### src/rtl/cla4_seq_pkg.sv
// rtl/cla4_seq_pkg.sv - shared state encoding and nibble sizing for the serial CLA adder
package cla4_seq_pkg;

   typedef enum logic [1:0] {
      IDLE = 2'd0,
      RUN  = 2'd1,
      DONE = 2'd2
   } state_t;

   localparam int NIB_W = 4;

   function automatic int nib_count(input int width);
      return width / NIB_W;
   endfunction

endpackage

### src/rtl/cla4_serial_add_ctrl_if.sv
// rtl/cla4_serial_add_ctrl_if.sv - requester handshake bundle; CLA4_SEQ_SUB_EN adds the op bit
interface cla4_serial_add_ctrl_if #(
   parameter int WIDTH = 32
);

   logic             start;
   logic [WIDTH-1:0] a;
   logic [WIDTH-1:0] b;
   logic             ci;
`ifdef CLA4_SEQ_SUB_EN
   logic             op;
`endif
   logic             busy;
   logic             done;
   logic [WIDTH-1:0] s;
   logic             co;

`ifdef CLA4_SEQ_SUB_EN
   modport master (output start, a, b, ci, op, input busy, done, s, co);
   modport slave  (input start, a, b, ci, op, output busy, done, s, co);
`else
   modport master (output start, a, b, ci, input busy, done, s, co);
   modport slave  (input start, a, b, ci, output busy, done, s, co);
`endif

endinterface

### src/rtl/cla4.sv
// rtl/cla4.sv - 4-bit carry-lookahead adder slice
module cla4 (
   input  logic [3:0] a,
   input  logic [3:0] b,
   input  logic       ci,
   output logic [3:0] s,
   output logic       co
);

   logic [3:0] g;
   logic [3:0] p;
   logic [4:0] c;

   assign g = a & b;
   assign p = a ^ b;

   // Every carry is expanded from ci so no ripple path exists inside the slice.
   assign c[0] = ci;
   assign c[1] = g[0] | (p[0] & ci);
   assign c[2] = g[1] | (p[1] & g[0]) | (p[1] & p[0] & ci);
   assign c[3] = g[2] | (p[2] & g[1]) | (p[2] & p[1] & g[0]) | (p[2] & p[1] & p[0] & ci);
   assign c[4] = g[3] | (p[3] & g[2]) | (p[3] & p[2] & g[1]) | (p[3] & p[2] & p[1] & g[0])
               | (p[3] & p[2] & p[1] & p[0] & ci);

   assign s  = p ^ c[3:0];
   assign co = c[4];

endmodule

### src/rtl/cla4_serial_add_ctrl.sv
// rtl/cla4_serial_add_ctrl.sv - nibble-serial WIDTH-bit adder over one cla4; CLA4_SEQ_SUB_EN adds subtract
module cla4_serial_add_ctrl
   import cla4_seq_pkg::*;
#(
   parameter int WIDTH = 32
) (
   input  logic                   clk,
   input  logic                   reset_n,
   cla4_serial_add_ctrl_if.slave  bus
);

   localparam int NIBS  = nib_count(WIDTH);
   localparam int CNT_W = $clog2(NIBS);

   state_t             state;
   logic [CNT_W-1:0]   cnt;
   logic [WIDTH-1:0]   a_q;
   logic [WIDTH-1:0]   b_q;
   logic [WIDTH-1:0]   s_q;
   logic               carry;
   logic               co_q;
   logic               busy_q;
   logic               done_q;
`ifdef CLA4_SEQ_SUB_EN
   logic               op_q;
`endif

   logic [NIB_W-1:0]   a_nib;
   logic [NIB_W-1:0]   b_nib;
   logic [NIB_W-1:0]   sum_nib;
   logic               sum_co;

   // Constant-index mux keeps the nibble select free of variable part-selects.
   always_comb begin
      a_nib = '0;
      b_nib = '0;
      for (int i = 0; i < NIBS; i++) begin
         if (cnt == CNT_W'(i)) begin
            a_nib = a_q[i*NIB_W +: NIB_W];
            b_nib = b_q[i*NIB_W +: NIB_W];
         end
      end
`ifdef CLA4_SEQ_SUB_EN
      b_nib = b_nib ^ {NIB_W{op_q}};
`endif
   end

   cla4 u_cla4 (
      .a  (a_nib),
      .b  (b_nib),
      .ci (carry),
      .s  (sum_nib),
      .co (sum_co)
   );

   always_ff @(posedge clk or negedge reset_n) begin
      if (!reset_n) begin
         state  <= IDLE;
         cnt    <= '0;
         a_q    <= '0;
         b_q    <= '0;
         s_q    <= '0;
         carry  <= 1'b0;
         co_q   <= 1'b0;
         busy_q <= 1'b0;
         done_q <= 1'b0;
`ifdef CLA4_SEQ_SUB_EN
         op_q   <= 1'b0;
`endif
      end else begin
         case (state)
            IDLE: begin
               done_q <= 1'b0;
               if (bus.start) begin
                  a_q    <= bus.a;
                  b_q    <= bus.b;
                  s_q    <= '0;
                  co_q   <= 1'b0;
                  cnt    <= '0;
                  busy_q <= 1'b1;
                  state  <= RUN;
`ifdef CLA4_SEQ_SUB_EN
                  op_q   <= bus.op;
                  carry  <= bus.op ? 1'b1 : bus.ci;
`else
                  carry  <= bus.ci;
`endif
               end
            end
            RUN: begin
               for (int i = 0; i < NIBS; i++) begin
                  if (cnt == CNT_W'(i)) s_q[i*NIB_W +: NIB_W] <= sum_nib;
               end
               carry <= sum_co;
               cnt   <= cnt + 1'b1;
               if (cnt == CNT_W'(NIBS - 1)) begin
                  co_q   <= sum_co;
                  busy_q <= 1'b0;
                  done_q <= 1'b1;
                  cnt    <= '0;
                  state  <= DONE;
               end
            end
            DONE: begin
               done_q <= 1'b0;
               state  <= IDLE;
            end
            default: begin
               done_q <= 1'b0;
               busy_q <= 1'b0;
               state  <= IDLE;
            end
         endcase
      end
   end

   assign bus.busy = busy_q;
   assign bus.done = done_q;
   assign bus.s    = s_q;
   assign bus.co   = co_q;

endmodule
### src/flat_wrapper.sv
// flat-port wrapper written by rule: the top's interface ports become plain ports
module cla4_serial_add_ctrl_flat import cla4_seq_pkg::*;
#(
   parameter int WIDTH = 32
)
  (clk, reset_n, bus_start, bus_a, bus_b, bus_ci, bus_busy, bus_done, bus_s, bus_co);
  cla4_serial_add_ctrl_if #(.WIDTH(WIDTH)) bus_i ();
  input  logic clk;
  input  logic reset_n;
  input wire logic [$bits(bus_i.start)-1:0] bus_start;
  input wire logic [$bits(bus_i.a)-1:0] bus_a;
  input wire logic [$bits(bus_i.b)-1:0] bus_b;
  input wire logic [$bits(bus_i.ci)-1:0] bus_ci;
  output wire logic [$bits(bus_i.busy)-1:0] bus_busy;
  output wire logic [$bits(bus_i.done)-1:0] bus_done;
  output wire logic [$bits(bus_i.s)-1:0] bus_s;
  output wire logic [$bits(bus_i.co)-1:0] bus_co;
  assign bus_i.start = bus_start;
  assign bus_i.a = bus_a;
  assign bus_i.b = bus_b;
  assign bus_i.ci = bus_ci;
  assign bus_busy = bus_i.busy;
  assign bus_done = bus_i.done;
  assign bus_s = bus_i.s;
  assign bus_co = bus_i.co;
  cla4_serial_add_ctrl #(.WIDTH(WIDTH)) u_core (.clk(clk), .reset_n(reset_n), .bus(bus_i));
endmodule
### config.mk
export PLATFORM = sky130hd
export DESIGN_NAME = cla4_serial_add_ctrl_flat
export DESIGN_NICKNAME = d
export VERILOG_FILES = /design/src/rtl/cla4_seq_pkg.sv /design/src/rtl/cla4_serial_add_ctrl_if.sv /design/src/rtl/cla4.sv /design/src/rtl/cla4_serial_add_ctrl.sv /design/src/flat_wrapper.sv
export SDC_FILE = /design/constraint.sdc
export NUM_CORES = 1
export LEC_CHECK = 0
export ABC_AREA = 0
export CAP_MARGIN = 20
export CORE_MARGIN = 2
export CORE_UTILIZATION = 42
export DETAILED_ROUTE_END_ITERATION = 12
export PLACE_DENSITY_LB_ADDON = 0.08
export SKIP_LAST_GASP = 1
export SYNTH_ARGS = -nofsm -noshare
export SYNTH_HDL_FRONTEND = slang
export SYNTH_HIERARCHICAL = 1
export SYNTH_SLANG_ARGS = --single-unit
### constraint.sdc
create_clock -name clk -period 4.3 [get_ports clk]
set_input_delay 0.86 -clock clk [delete_from_list [all_inputs] [get_ports clk]]
set_output_delay 0.86 -clock clk [all_outputs]
set_load 0.01 [all_outputs]
==> impl_metrics.py <==
metrics = {
    "global_route": {
        "grtUsageTotal": 0.201,
        "grt_pass1_wl_um": 20100,
        "overflow": 0,
        "grt_max_degree": 85,
        "grt_antenna_before_repair": 0,
        "first_global_vias": 4082,
    },
    "synth": {
        "syn_inst": 557,
        "synth-main-ff-cell": "dfrtp_1",
        "synth-edff-count": 0,
        "synth-seq-cells": 105,
        "synth_area_um2": 4870,
        "seq_area_frac_synth": 0.540,
        "async_reset_ff_frac": 1.00,
        "synth_warnings": 6,
        "synth.distinct_cells": 36,
        "syn_avg_cell_area_um2": 8.74,
        "synth_nets": 636,
    },
    "critical_path": {
        "r2r_slack_ns": 0.33,
        "timing.rr.end": "u_core/bus.s[13]",
        "start_kind": "flop",
        "crit_path_end_kind": "flop",
        "crit_type": "reg2reg",
        "critPathMaxFanout": 14,
        "reg2reg_from": "u_core/cnt[2]",
        "reg2regPathDepth": 9,
        "critical_path_required_ns": 4.58,
        "worstSetupStartpoint": "u_core/cnt[2]",
        "critPathCapture": "u_core/bus.s[13]",
        "cp.arrival_ns": 4.25,
    },
    "clocking": {
        "cts.sinks": 105,
        "cts_setup_buffers": 0,
        "cts_made_buffers": 9,
        "insertion_delay_ns": 0.34,
        "htreeDepth": 3,
        "root_buffer": "clkbuf_16",
        "clk_pin_slew_ns": 0.07,
        "cts_buffer_depth": 2,
        "tritoncts": "yes",
        "holdBufCountCts": 0,
    },
    "power_and_ir_drop": {
        "peakVddDrop_mv": 0.908,
        "power-per-cell-area_nw_per_um2": 834,
        "p_leak_nw": 2.96,
    },
    "floorplanning": {
        "start_util": 0.428,
        "dieArea_um2": 12500,
        "fp.dieW_um": 112,
        "die_y_um": 112,
        "coreArea_um2": 11400,
        "io_pins": 103,
        "rows": 39,
    },
    "timing": {
        "finClkSkew_ns": 0.00777,
        "relSlewSlack": 0.338,
        "period_share": 0.924,
        "finalHoldViolCount": 0,
        "post-route-min-period_ns": 3.97,
        "max_freq_mhz": 252,
        "setup_viol": 0,
        "tightestPinTransition_ns": 0.989,
        "finalSetupTns_ns": 0,
        "slew_violations": 0,
        "grt_setup_unrepaired": "no",
    },
    "drt": {
        "postRouteWirelength_um": 12200,
        "via_per_inst": 5.18,
        "wl_per_cell_um": 15.5,
        "antenna_left": 0,
        "drt_iter0_drc": 297,
        "num_vias": 4084,
        "drt-pass1-iter-count": 4,
        "drc": 0,
    },
    "finish": {
        "nFillCells": 1068,
        "area_growth_pct": 29.0,
        "antennaDiodeCount": 0,
        "nets": 719,
        "final_core_util": 0.552,
        "layout-drive-gt1-share": 0.0434,
    },
    "run_status": {
        "status": "complete, no violations",
    },
    "job": {
        "cap_viol_max_count": 0,
    },
    "placed_design": {
        "portBuffers": 102,
        "hpwl_um": 8670,
        "place_congestion": 0.867,
    },
    "hold_path": {
        "hold_class": "in2async",
    },
}
## Yosys cell counts, drive strengths merged, types with 3 or more instances
cell type,instances,area [um^2]
nand2,237,890
dfrtp,105,2630
o21ai,33,165
buf,24,123
nor2,18,67.6
a22o,17,149
clkbuf,15,58.8
inv,15,56.3
a21oi,14,70.1
ha,10,125
nand2b,10,62.6
o31ai,9,67.6
a22oi,7,52.6
a221oi,6,52.6
a311oi,6,52.6
a32o,4,40.0
and3,4,25.0
nand3,4,20.0
a21o,3,22.5
## layout by cell type, fill, tap and decap left out, types with 2 or more instances in the layout
master / count
clkinv_2: 2
a21o_1: 3
a311oi_1: 6
o31ai_1: 9
a21oi_1: 14
inv_1: 15
nand2b_1: 10
clkdlybuf4s50_1: 101
a32o_1: 4
ha_1: 10
inv_6: 2
a22oi_1: 7
nor2_1: 18
nand3_1: 4
clkbuf_16: 9
buf_4: 9
and3_1: 4
nor2b_1: 2
nand2_1: 237
dfrtp_1: 105
a221oi_1: 6
a22o_1: 17
xnor2_1: 2
o21ai_0: 33
## cell families after synthesis
logic type,count (synthesis),share of synthesized area
simple gates,280,0.230
flops,105,0.540
compound gates,104,0.146
buf+inv,54,0.0488
fa+ha+maj,11,0.0298
xor+xnor,3,0.00540
## critical path, cell delays in order, from the launching register on
cell and delay, ns:
dfrtp_1 0.51, inv_1 0.26, ha_1 0.46, nor2_1 0.49, a311oi_1 0.23, o31ai_1 0.39
inv_1 0.12, fa_1 0.45, xnor2_1 0.71, a32o_1 0.31
## worst min path at each step
stage                   start               end  depth (start not counted)
3_5_place_dp   u_core/a_q[22]    u_core/a_q[22]                          2
5_1_grt               reset_n  u_core/bus.s[10]                          1
6_report              reset_n   u_core/bus.s[4]                          1
3_3_place_gp    u_core/a_q[8]     u_core/a_q[8]                          2
2_1_floorplan  u_core/a_q[10]    u_core/a_q[10]                          2
4_1_cts        u_core/a_q[27]    u_core/a_q[27]                          2
## registers in the layout, summed over array words and instances (netlist names)
| register | cells |
|---|---|
| u_core/a_q | 32 |
| u_core/b_q | 32 |
| u_core/bus.busy | 1 |
| u_core/cnt | 3 |
| u_core/bus.s | 32 |
| u_core/bus.done | 1 |
| u_core/carry | 1 |
| u_core/bus.co | 1 |
| u_core/state | 2 |
## timing repair
| action | in CTS | in global routing |
|---|---|---|
| gates resized for setup | 0 | 1 |
| endpoints found under the setup margin | 0 | 7 |
| hold endpoints to repair | 0 | 0 |
## power by group
group | total [mW] | switching (mW) | internal, mW
registers | 1.67 | 0.262 | 1.40
logic | 2.75 | 1.71 | 1.04
clock network | 0.819 | 0.364 | 0.455
## layout make-up
| cell class | instances | area (um^2) | share of cell area |
|---|---|---|---|
| clock inverters | 6 | 66.3 | 0.0106 |
| clock buffers | 10 | 229 | 0.0365 |
| inverters | 15 | 56.3 | 0.00896 |
| flip-flops and latches | 105 | 2630 | 0.418 |
| repair buffers | 111 | 1110 | 0.176 |
| well taps | 143 | 179 | 0.0285 |
| multi-input cells | 398 | 2020 | 0.321 |
## through the flow
stage                     setup WS (ns)  hold slack (ns)  instance area, um^2  instances  total power [mW]
after floorplan                    1.12            0.437                 4870        557              3.44
after global placement            0.515            0.460                 5950        771              4.29
after detailed placement          0.305            0.460                 5950        771              4.37
after CTS                         0.302            0.482                 6250        787              5.21
after global routing              0.108            0.417                 6280        788              5.64
final                             0.327            0.405                 6280        788              5.24
## metal layers
| layer | track usage | part of all wire |
|---|---|---|
| met1 | 0.261 | 0.45 |
| met2 | 0.326 | 0.47 |
| met3 | 0.0386 | 0.053 |
| met4 | 0.100 | 0.028 |
| met5 | 0 | 0 |
Power figures use the tool's default switching activity.
